**src/rtl/lsu_dp.sv**
```systemverilog
// rtl/lsu_dp.sv - load/store data path: one CPU request per three cycles onto a single-cycle data port
// Optional misaligned-access trap enabled by defining LSU_DP_MISALIGN_TRAP_EN.
module lsu_dp (
  input  logic        clk,
  input  logic        rst,
  input  logic        req_valid,
  output logic        req_ready,
  input  logic        req_write,
  input  logic [1:0]  req_size,
  input  logic        req_signed,
  input  logic [31:0] req_addr,
  input  logic [31:0] req_wdata,
  output logic        resp_valid,
  output logic [31:0] resp_rdata,
  output logic        resp_err,
  output logic        busy,
  output logic [31:0] dp_address,
  output logic [31:0] writedata,
  output logic [3:0]  byteenable,
  output logic        read_dp,
  output logic        write_dp,
  input  logic [31:0] dp_data
);

  typedef enum logic [1:0] {S_IDLE, S_ACCESS, S_RESP} state_t;

  state_t      r_state;
  state_t      w_next;
  logic        r_write;
  logic        r_signed;
  logic [1:0]  r_size;
  logic [31:0] r_addr;
  logic [31:0] r_wdata;
  logic [31:0] r_rdata;
  logic        w_accept;
  logic        w_in_access;
  logic        w_misalign;
  logic [7:0]  w_byte;
  logic [15:0] w_half;
  logic [31:0] w_load;

  assign w_accept    = req_valid && req_ready;
  assign w_in_access = (r_state == S_ACCESS) && !rst;

`ifdef LSU_DP_MISALIGN_TRAP_EN
  logic r_err;

  assign w_misalign = ((req_size == 2'b01) && req_addr[0]) ||
                      (req_size[1] && (req_addr[1:0] != 2'b00));
  assign resp_err   = r_err;
`else
  assign w_misalign = 1'b0;
  assign resp_err   = 1'b0;
`endif

  always_ff @(posedge clk) begin
    if (rst) begin
      r_state <= S_IDLE;
    end else begin
      r_state <= w_next;
    end
  end

  // Handshake and status outputs are gated by rst so they read idle during the reset cycle itself.
  always_comb begin
    w_next     = r_state;
    req_ready  = 1'b0;
    resp_valid = 1'b0;
    busy       = 1'b0;
    case (r_state)
      S_IDLE: begin
        req_ready = !rst;
        if (w_accept) begin
          w_next = w_misalign ? S_RESP : S_ACCESS;
        end
      end
      S_ACCESS: begin
        busy   = !rst;
        w_next = S_RESP;
      end
      S_RESP: begin
        busy       = !rst;
        resp_valid = !rst;
        w_next     = S_IDLE;
      end
      default: begin
        w_next = S_IDLE;
      end
    endcase
  end

  always_ff @(posedge clk) begin
    if (rst) begin
      r_write  <= 1'b0;
      r_signed <= 1'b0;
      r_size   <= 2'b00;
      r_addr   <= 32'd0;
      r_wdata  <= 32'd0;
    end else if (w_accept) begin
      r_write  <= req_write;
      r_signed <= req_signed;
      r_size   <= req_size;
      r_addr   <= req_addr;
      r_wdata  <= req_wdata;
    end
  end

  assign read_dp    = w_in_access && !r_write;
  assign write_dp   = w_in_access && r_write;
  assign dp_address = w_in_access ? {r_addr[31:2], 2'b00} : 32'd0;

  always_comb begin
    byteenable = 4'b0000;
    if (w_in_access) begin
      case (r_size)
        2'b00:   byteenable = 4'b0001 << r_addr[1:0];
        2'b01:   byteenable = r_addr[1] ? 4'b1100 : 4'b0011;
        default: byteenable = 4'b1111;
      endcase
    end
  end

  always_comb begin
    case (r_size)
      2'b00:   writedata = {4{r_wdata[7:0]}};
      2'b01:   writedata = {2{r_wdata[15:0]}};
      default: writedata = r_wdata;
    endcase
  end

  always_comb begin
    w_byte = dp_data[7:0];
    case (r_addr[1:0])
      2'b01:   w_byte = dp_data[15:8];
      2'b10:   w_byte = dp_data[23:16];
      2'b11:   w_byte = dp_data[31:24];
      default: w_byte = dp_data[7:0];
    endcase
    w_half = r_addr[1] ? dp_data[31:16] : dp_data[15:0];
    case (r_size)
      2'b00:   w_load = {{24{r_signed & w_byte[7]}}, w_byte};
      2'b01:   w_load = {{16{r_signed & w_half[15]}}, w_half};
      default: w_load = dp_data;
    endcase
  end

  always_ff @(posedge clk) begin
    if (rst) begin
      r_rdata <= 32'd0;
    end else if (r_state == S_ACCESS) begin
      r_rdata <= r_write ? 32'd0 : w_load;
    end else if (w_accept && w_misalign) begin
      r_rdata <= 32'd0;
    end
  end

`ifdef LSU_DP_MISALIGN_TRAP_EN
  always_ff @(posedge clk) begin
    if (rst) begin
      r_err <= 1'b0;
    end else if (r_state == S_ACCESS) begin
      r_err <= 1'b0;
    end else if (w_accept) begin
      r_err <= w_misalign;
    end
  end
`endif

  assign resp_rdata = r_rdata;

endmodule

```
**config.mk**
```make
export PLATFORM = sky130hd
export DESIGN_NAME = lsu_dp
export DESIGN_NICKNAME = d
export VERILOG_FILES = /design/src/rtl/lsu_dp.sv
export SDC_FILE = /design/constraint.sdc
export NUM_CORES = 1
export LEC_CHECK = 0
export CORE_ASPECT_RATIO = 2
export CORE_MARGIN = 8
export CORE_UTILIZATION = 43
export DETAILED_ROUTE_END_ITERATION = 6
export GPL_ROUTABILITY_DRIVEN = 0
export PLACE_DENSITY = 0.88
export SLEW_MARGIN = 30
export SYNTH_ARGS = -nofsm -noshare
export SYNTH_HDL_FRONTEND = slang
export SYNTH_SLANG_ARGS = --single-unit
```
**constraint.sdc**
```tcl
create_clock -name clk -period 1.7 [get_ports clk]
set_input_delay 0.17 -clock clk [delete_from_list [all_inputs] [get_ports clk]]
set_output_delay 0.17 -clock clk [all_outputs]
set_load 0.02 [all_outputs]
```
Word level (Yosys, flattened, before mapping)
Index checks and enable logic that the tools add are counted.
{ "word_totals": {"out_inout_bits": 106, "elab_cells": 40, "register_bits": 102} }
{ "op_classes": {"n_reduce_logical": 9, "shift": 1, "bitwise_logic": 2, "mux": 14, "n_eq_ne": 7} }
{ "ops": {"columns": ["cell", "count"], "rows": [
  ["32-bit one-hot mux with 2 select lines", 2],
  ["32-bit 2-to-1 mux", 2],
  ["8-bit one-hot mux with 3 select lines", 1],
  ["16-bit 2-to-1 mux", 1],
  ["4-bit 2-to-1 mux", 2],
  ["4-bit one-hot mux with 2 select lines", 1],
  ["2-bit by 1-bit == test with 1-bit output (second input constant)", 3],
  ["2-bit == test (second input constant)", 3],
  ["1-bit logical AND", 4],
  ["2-bit zero test", 2],
  ["2-bit one-hot mux with 2 select lines", 1],
  ["1-bit by 2-bit << shifter with 4-bit output (first input constant)", 1],
  ["1-bit 2-to-1 mux", 3],
  ["1-bit bitwise AND", 2],
  ["1-bit zero test", 2],
  ["2-bit 2-to-1 mux", 1],
  ["2-bit != test (second input constant)", 1],
  ["2-bit OR reduction", 1]
]} }

Longest topological paths before layout
Gate-level depths: netlist (run 1).
{ "depth": {"depth_word": 5, "depth_mapped": 8, "mapped_depth_nobuf": 5} }

Worst setup path after synthesis (run 1)
No wires, ideal clock.
{ "synth_timing": {"path_kind": "reg-to-output", "startpoint": "reg r_state[1]", "endpoint": "out dp_address[10]", "arrival_ns": 1.379, "path_buffers": 1, "stages_incl_launch_ff": 7, "required_ns": 1.530, "setup_slack_ns": 0.151, "path_cell_list": "dfxtp_1 -> inv_1 -> ha_1 -> inv_1 -> nor2_1 -> clkbuf_1 -> and2_1"} }
{ "synth_between": {"elab_chain_cells": 3} }
{ "synth_rtl": {"columns": ["item", "line", "rtl"], "rows": [
  ["start: declaration", "27", "state_t r_state;"],
  ["start signal: assignment", "60", "r_state <= w_next;"],
  ["2-bit by 1-bit == test with 1-bit output", "43", "assign w_in_access = (r_state == S_ACCESS) && !rst;"],
  ["1-bit logical AND", "43", null],
  ["32-bit 2-to-1 mux", "110", "assign dp_address = w_in_access ? {r_addr[31:2], 2'b00} : 32'd0;"],
  ["end: declaration", "17", "output logic [31:0] dp_address,"]
]} }
No other way between the ends.

Worst setup path in the final report (run 1)
{ "layout_timing": {"startpoint": "reg r_state[1]", "endpoint": "out dp_address[9]"} }
Same word-level chain as after synthesis.

==> results of run 1 <==
==> worst register-to-register path: stages (launching register included) <==
cell	delay, ps
sky130_fd_sc_hd__dfxtp_2	330
sky130_fd_sc_hd__inv_2	50
sky130_fd_sc_hd__buf_4	130
sky130_fd_sc_hd__buf_4	140
sky130_fd_sc_hd__ha_4	150
sky130_fd_sc_hd__buf_4	140
sky130_fd_sc_hd__and3b_4	240
sky130_fd_sc_hd__buf_12	170
sky130_fd_sc_hd__nand2_1	120
sky130_fd_sc_hd__o21ai_0	90
==> report_power, final <==
part           switching (mW)  internal [mW]  total [mW]  leakage, nW
logic                    1.20           1.19        2.39         2.10
clock network           0.935           1.19        2.13        0.149
registers               0.196           2.63        2.83        0.837
total                    2.33           5.01        7.35         3.09
==> logic make-up after synthesis <==
logic type,Yosys count,share of synthesized area (%)
AND/OR/NAND/NOR,211,22.7
AO/OA/AOI/OAI,171,21.3
flip-flops,102,40.5
buffers and inverters,67,6.53
multiplexers,35,7.63
adder cells (fa/ha/maj),5,1.24
other,1,0.0745
==> sequential cells by signal, summed over array words and instances (netlist names) <==
| register | flops |
|---|---|
| r_state | 2 |
| r_addr | 32 |
| r_signed | 1 |
| r_wdata | 32 |
| r_write | 1 |
| resp_rdata | 32 |
| r_size | 2 |
==> what timing repair did <==
item | 4_1_cts | 5_1_grt
gates resized for setup | 314 | 79
endpoints found under the setup margin | 63 | 109
pin swaps | 23 | 3
hold buffers | 0 | 0
gates cloned | 3 | 5
setup buffers | 12 | 7
==> per-layer routing <==
layer | vias up | track usage, % | wire (um)
li1 | 2493 | - | -
met1 | 2598 | 26.6 | 7220
met2 | 351 | 39.9 | 9320
met3 | 52 | 9.85 | 2490
met4 | 0 | 9.11 | 799
met5 | - | 0 | 0
==> worst max path at each step <==
stage | startpoint | end | slack (ps) | cells after the start
6_report | r_state[1] | dp_address[9] | -120 | 8
4_1_cts | r_state[1] | dp_address[26] | -180 | 9
3_5_place_dp | r_state[1] | dp_address[28] | -220 | 7
5_1_grt | r_state[1] | dp_address[9] | -170 | 8
3_3_place_gp | r_state[1] | dp_address[19] | -190 | 7
2_1_floorplan | r_state[1] | dp_address[10] | 150 | 6
==> cells in the final DEF (no fill, tap or decap), types with 11 or more instances in the layout <==
cell type	count
sky130_fd_sc_hd__mux2_2	17
sky130_fd_sc_hd__clkbuf_16	12
sky130_fd_sc_hd__o211ai_1	16
sky130_fd_sc_hd__nand2_1	75
sky130_fd_sc_hd__buf_2	12
sky130_fd_sc_hd__a32oi_1	16
sky130_fd_sc_hd__buf_4	42
sky130_fd_sc_hd__dfxtp_1	98
sky130_fd_sc_hd__nand2b_1	67
sky130_fd_sc_hd__clkbuf_2	11
sky130_fd_sc_hd__mux2i_1	14
sky130_fd_sc_hd__o21ai_0	78
sky130_fd_sc_hd__o21ai_1	14
sky130_fd_sc_hd__buf_6	42
sky130_fd_sc_hd__a21oi_1	11
sky130_fd_sc_hd__and2_4	31
sky130_fd_sc_hd__clkdlybuf4s50_1	141
==> metrics by stage <==
| stage | setup TNS (ps) | utilization (%) | setup WS (ps) |
|---|---|---|---|
| global route | -3610 | 70.0 | -172 |
| finish | -2230 | 70.0 | -119 |
| floorplan | 0 | - | 151 |
| detailed placement | -6840 | 63.3 | -223 |
| global placement | -5760 | 63.3 | -185 |
| CTS | -2930 | 68.5 | -183 |
==> layout make-up <==
type / instances / area (um2)
clock inverters: 6 / 68.8
multi-input cells: 426 / 2860
fillers: 868 / 3470
well taps: 145 / 181
repair buffers: 265 / 2670
inverters: 5 / 25.0
flip-flops and latches: 102 / 2050
clock buffers: 10 / 239
==> PnR_summary.wiki, run 1 <==
{| class="wikitable"
! Metric !! Value
|-
| Count of different cell masters after synthesis || 35
|-
| Via count of the first global-routing pass || 5559
|-
| Final design instance area without fill || 0.00809 mm2
|-
| Worst reg-to-reg path cell count || 9
|-
| Hold Fails Final Rpt || 0
|-
| Ranking of synthesized cells by instance count || sky130_fd_sc_hd__dfxtp_1 (102), sky130_fd_sc_hd__o21ai_0 (92), sky130_fd_sc_hd__nand2_1 (77)
|-
| Number of enable-type register cells in the synthesized netlist || 0
|-
| Tot Pwr || 7.35 mW
|-
| Antenna violations before repair || 0
|-
| Fmax || 0.550 GHz
|-
| RSZ-0062 raised after global routing || true
|-
| Half-perimeter wire length after detailed placement || 13100 um
|-
| Input/output buffers || 205
|-
| Arrival time at the worst endpoint || 1650 ps
|-
| Worst-path cell with the longest stage delay || sky130_fd_sc_hd__dfxtp_2
|-
| Cell family contributing the most delay on the critical path || buffers and inverters
|-
| Maximum clock insertion buffer count || 2
|-
| Post-route clock period utilization || 107%
|-
| Vertical die dimension || 169 um
|-
| Share of the synthesized area in the top cell type || 40.5%
|-
| Maximum number of pins on one net before global-route repair || 60
|-
| Post-Synthesis Cell Area || 0.00504 mm2
|-
| Number of non-filler instances in the completed layout || 959
|-
| DRC || 6
|-
| Global-route wire length before repair || 30000 um
|-
| Synthesized area per cell || 8.51 um2
|-
| Count of nets left with antenna violations after detail routing || 0
|-
| Most common cell on crit path || sky130_fd_sc_hd__buf_6
|-
| Average routed wire per standard cell || 20.7 um
|-
| Leading register cell type out of synthesis || sky130_fd_sc_hd__dfxtp_1
|-
| DR iter-0 viols || 411
|-
| Reg-to-Reg End || r_addr[4]
|-
| Diodes inserted || 0
|-
| H-tree depth reported by CTS || 3
|-
| Total routing usage reported by global routing || 24.1%
|-
| Worst hold slack across all endpoints || 370 ps
|-
| Area growth syn-to-layout || 60.6%
|-
| Critical path cell sequence || inv_2 -> ha_4 -> inv_4 -> nor2_4 -> buf_6 -> buf_16 -> and2_4 -> buf_6
|-
| Sequential element share of the synthesized area || 40.5%
|-
| Start point of the worst min-delay path || req_wdata[18]
|-
| Most common cell in the netlist || sky130_fd_sc_hd__dfxtp_1
|-
| Data required time at the worst endpoint || 1530 ps
|-
| Vias per Instance || 5.73
|-
| Critical path buffer and inverter count || 5
|-
| Violated checks || DRC, setup timing
|-
| Worst setup margin || -119 ps
|-
| Power per standard cell area || 908 mW/mm2
|-
| Nature of the critical path startpoint || register
|-
| Final Slew Violations || 0
|-
| IR Drop Worst-Case VDD || 0.646 mV
|-
| Largest cells by area after synthesis || sky130_fd_sc_hd__dfxtp_1 (41%), sky130_fd_sc_hd__o21ai_0 (9.1%), sky130_fd_sc_hd__nand2b_1 (8.6%)
|-
| Area leader, netlist || sky130_fd_sc_hd__dfxtp_1
|-
| Register bit total from synthesis || 102
|-
| Cell count after synthesis || 592
|-
| Reg-to-Reg Start || r_state[1]
|-
| Category of the worst setup path capture point || output port
|-
| Path category of the worst min-delay check || in -> reg
|-
| Layout cells sized above 1 || 26.9%
|-
| Min-Delay Endpoint || r_wdata[18]
|-
| Cell count after placement || 918
|-
| Number of max-cap violations || 0
|-
| Via total after detailed routing || 5494
|-
| P_leak || 3.09 nW
|-
| Clock insertion delay at the later pin of the skew report || 340 ps
|-
| Number of clock sinks seen by CTS || 102
|-
| WS Path Type || reg -> out
|-
| Root Buffer || sky130_fd_sc_hd__clkbuf_16
|-
| Fin crit period || 1820 ps
|-
| Ports || 209
|-
| Final setup violation count || 28
|-
| Area enclosed by the die boundary || 0.0156 mm2
|-
| Overflow left after global routing || 0
|-
| Ys async rst share || 0%
|-
| Die outline width || 92.5 um
|-
| Post-DP Area || 0.00731 mm2
|-
| Site Rows || 56
|-
| Nets || 917
|-
| Initial core utilization || 43.6%
|-
| CTS tree || done
|-
| Detailed-route wire length || 19800 um
|-
| Critical Path Max Stage Delay || 320 ps
|-
| Cts bufs inserted || 9
|-
| Worst-path clk slew || 70 ps
|-
| Number of cells traversed by the worst hold path || 3
|-
| Number of warning messages in the yosys log || 0
|-
| Worst setup skew after layout || 8.03 ps
|-
| Setup slack of the worst register-to-register path || 20 ps
|-
| Critical Path Fanout Max || 7
|-
| Detailed-routing iteration count for the pre-antenna-repair pass || 7
|-
| Area of the placeable core || 0.0116 mm2
|-
| Run status || finished with violations
|}
Power figures use the tool's default switching activity.
==> run 2, diff against run 1 <==
- CORE_MARGIN: 8 -> 2
- CTS_BUF_LIST: default -> sky130_fd_sc_hd__clkbuf_4 sky130_fd_sc_hd__clkbuf_8 sky130_fd_sc_hd__clkbuf_16
- GPL_ROUTABILITY_DRIVEN: 0 -> 1
==> run 2 against run 1 <==
The run ends with setup timing left. Clock power increased by 6%. Cell count decreased by 2.0%. Global-route usage rose by 2.3 points. Critical endpoint is now dp_address[16]. Largest cell class unchanged.
==> PnR_summary.wiki, run 2 (synthesized netlist as in run 1, its figures left out) <==
{| class="wikitable"
! Metric !! Value
|-
| Cts bufs inserted || 9 (unchanged)
|-
| Critical path buffer and inverter count || 4 (-1)
|-
| Total routing usage reported by global routing || 26.4% (+2.3 points)
|-
| Total negative slack || -827 ps (+1400 ps)
|-
| Psw || 2.20 mW (-5.9%)
|-
| Path category of the worst min-delay check || in -> reg
|-
| Number of max-cap violations || 0 (unchanged)
|-
| Layout cells sized above 1 || 23.1% (-3.8 points)
|-
| Leading cell type in the layout, fill and taps excluded || sky130_fd_sc_hd__clkdlybuf4s50_1
|-
| DRC || 0 (-6)
|-
| Cell internal pwr || 5.04 mW (+0.52%)
|-
| Die outline width || 80.5 um (-13%)
|-
| WS Path Type || reg -> out
|-
| Worst-path clk slew || 70 ps (about the same)
|-
| Final setup violation count || 31 (+11%)
|-
| Root Buffer || sky130_fd_sc_hd__clkbuf_16
|-
| Cell count after placement || 919 (+0.11%)
|-
| H-tree depth reported by CTS || 3 (unchanged)
|-
| Initial core utilization || 43.6% (unchanged)
|-
| Met2 Usage GRT || 44.3% (+4.4 points)
|-
| Peak-usage layer in the global routing report || met2
|-
| Vias per Instance || 5.49 (-4.1%)
|-
| Diodes inserted || 0 (unchanged)
|-
| Category of the worst setup path capture point || output port
|-
| Worst reg-to-reg path cell count || 5 (-4)
|-
| Critical Path Fanout Max || 16 (+9)
|-
| Detailed-routing iteration count for the pre-antenna-repair pass || 5 (-2)
|-
| Area growth syn-to-layout || 54.6%
|-
| Critical path cell sequence || inv_2 -> ha_4 -> inv_4 -> nor2_4 -> buf_12 -> and2_1 -> buf_6
|-
| Half-perimeter wire length after detailed placement || 11900 um (-8.8%)
|-
| Ports || 209 (unchanged)
|-
| Via total after detailed routing || 5165 (-6.0%)
|-
| DR iter-0 viols || 430 (+4.6%)
|-
| Site Rows || 56 (unchanged)
|-
| Top library cells by usage in the layout, fill and taps aside || sky130_fd_sc_hd__clkdlybuf4s50_1 (140), sky130_fd_sc_hd__dfxtp_1 (97), sky130_fd_sc_hd__o21ai_0 (90), sky130_fd_sc_hd__nand2_1 (77), sky130_fd_sc_hd__nand2b_1 (67)
|-
| Number of non-filler instances in the completed layout || 940 (-2.0%)
|-
| Clock insertion delay at the later pin of the skew report || 350 ps (about the same)
|-
| Critical Path Max Stage Delay || 330 ps (about the same)
|-
| Maximum clock insertion buffer count || 2 (unchanged)
|-
| Power per standard cell area || 930 mW/mm2 (+2.3%)
|-
| Grt met3 use || 7.40% (-2.5 points)
|-
| Vertical die dimension || 157 um (-7.1%)
|-
| Hold Fails Final Rpt || 0 (unchanged)
|-
| Power share of the combinational group || 29.8% (-2.7 points)
|-
| Fmax || 0.569 GHz (+3.6%)
|-
| Violated checks || setup timing
|-
| Quantity of hold-fixing buffers added after cts || 0 (unchanged)
|-
| Maximum number of pins on one net before global-route repair || 47 (-22%)
|-
| Cell family contributing the most delay on the critical path || buffers and inverters
|-
| Share of total power in the clock network || 31.1% (+2.1 points)
|-
| RSZ-0062 raised after global routing || true
|-
| Area of the placeable core || 0.0116 mm2 (unchanged)
|-
| Detailed-route wire length || 17300 um (-13%)
|-
| Number of clock sinks seen by CTS || 102 (unchanged)
|-
| Overflow left after global routing || 0 (unchanged)
|-
| Post-route clock period utilization || 103% (-3.7 points)
|-
| Tot Pwr || 7.24 mW (-1.5%)
|-
| Met1 GRT Util || 32.4% (+5.7 points)
|-
| Nature of the critical path startpoint || register
|-
| P_leak || 2.96 nW (-4.2%)
|-
| Area enclosed by the die boundary || 0.0126 mm2 (-19%)
|-
| Number of logic stages on the critical path including buffering || 7 (-1)
|-
| Switching power as a share of total power || 30.4% (-1.4 points)
|-
| Input/output buffers || 205 (unchanged)
|-
| Average routed wire per standard cell || 18.4 um (-11%)
|-
| Worst setup margin || -56.4 ps (+62.6 ps)
|-
| Sequential share of power || 39.1% (+0.6 points)
|-
| Worst setup skew after layout || 4.62 ps (-3.41 ps)
|-
| Run status || finished with violations
|-
| Fin crit period || 1760 ps (-62.6 ps)
|-
| CTS tree || done
|-
| Arrival time at the worst endpoint || 1590 ps (-60 ps)
|-
| Util after Layout || 67.3% (-2.6 points)
|-
| Antenna violations before repair || 0 (unchanged)
|-
| Count of nets left with antenna violations after detail routing || 0 (unchanged)
|-
| Worst hold slack across all endpoints || 194 ps (-176 ps)
|-
| IR Drop Worst-Case VDD || 0.572 mV (-12%)
|-
| Data required time at the worst endpoint || 1530 ps (about the same)
|-
| Via count of the first global-routing pass || 5040 (-9.3%)
|-
| Nets || 899 (-2.0%)
|-
| Routability Congestion || 0.843
|-
| Number of cells traversed by the worst hold path || 2 (-1)
|-
| Global-route wire length before repair || 26100 um (-13%)
|-
| Worst-path cell with the longest stage delay || sky130_fd_sc_hd__dfxtp_2
|-
| Final Slew Violations || 0 (unchanged)
|}
[run 2: changes by cell type in the layout (fill, tap and decap cells not counted), moves of 3 or more]
cell / previous run / this run
sky130_fd_sc_hd__clkbuf_2: 11 / 14
sky130_fd_sc_hd__and2_4: 31 / 17
sky130_fd_sc_hd__and2_1: 0 / 14
sky130_fd_sc_hd__buf_6: 42 / 36
sky130_fd_sc_hd__o21ai_0: 78 / 90
sky130_fd_sc_hd__buf_12: 10 / 7
sky130_fd_sc_hd__buf_4: 42 / 32
sky130_fd_sc_hd__o21ai_1: 14 / 2
[run 2: metal layers]
layer  share of wire [%]  wire length, um
met1                  39             6790
met5                   0                0
met3                  10             1780
met2                  49             8380
met4                 1.8              308
[run 2: per-stage QoR]
stage          worst slack, ps  instance area [um2]
2_1_floorplan              151                 5040
3_3_place_gp              -171                 7300
3_5_place_dp              -223                 7300
4_1_cts                  -59.3                 7690
5_1_grt                   -112                 7790
6_report                 -56.4                 7790
[run 2: power by group through the flow]
stage / Clock, mW / Sequential, mW / Combinational, mW
2_1_floorplan: 0 / 2.86 / 1.06
3_3_place_gp: 0 / 2.84 / 2.02
3_5_place_dp: 0 / 2.85 / 2.06
4_1_cts: 2.27 / 2.82 / 2.09
5_1_grt: 2.38 / 2.85 / 2.31
6_report: 2.25 / 2.83 / 2.16
[run 2: repair_timing]
item	4_1_cts	5_1_grt
endpoints found under the hold margin	0	0
setup endpoints to repair	63	104
gates resized for setup	293	71
buffers inserted	2	2
pin swaps	10	3
gates cloned	2	2
[run 2: path summary, 6_finish.rpt]
check,slack (ps),end,startpoint
worst max-delay path,-60,dp_address[16],r_state[1]
worst min-delay path,190,r_size[1],rst
worst max register to register,60,resp_rdata[4],r_size[1]
worst min register to register,470,resp_rdata[1],resp_rdata[1]
[run 2: final cells by class]
class	count	area, um2
Inverter	5	21.3
Timing Repair Buffer	247	2390
Fill cell	938	3770
Sequential cell	102	2050
Clock buffer	11	253
Tap cell	145	181
Multi-Input combinational cell	426	2820
Clock inverter	4	70.1
[run 2: worst register-to-register path, delay by kind of cell, from the launching register on]
kind	cells	cell delay (ps)
compound gates	2	390
simple gates	1	380
buf+inv	2	390
flops	1	370
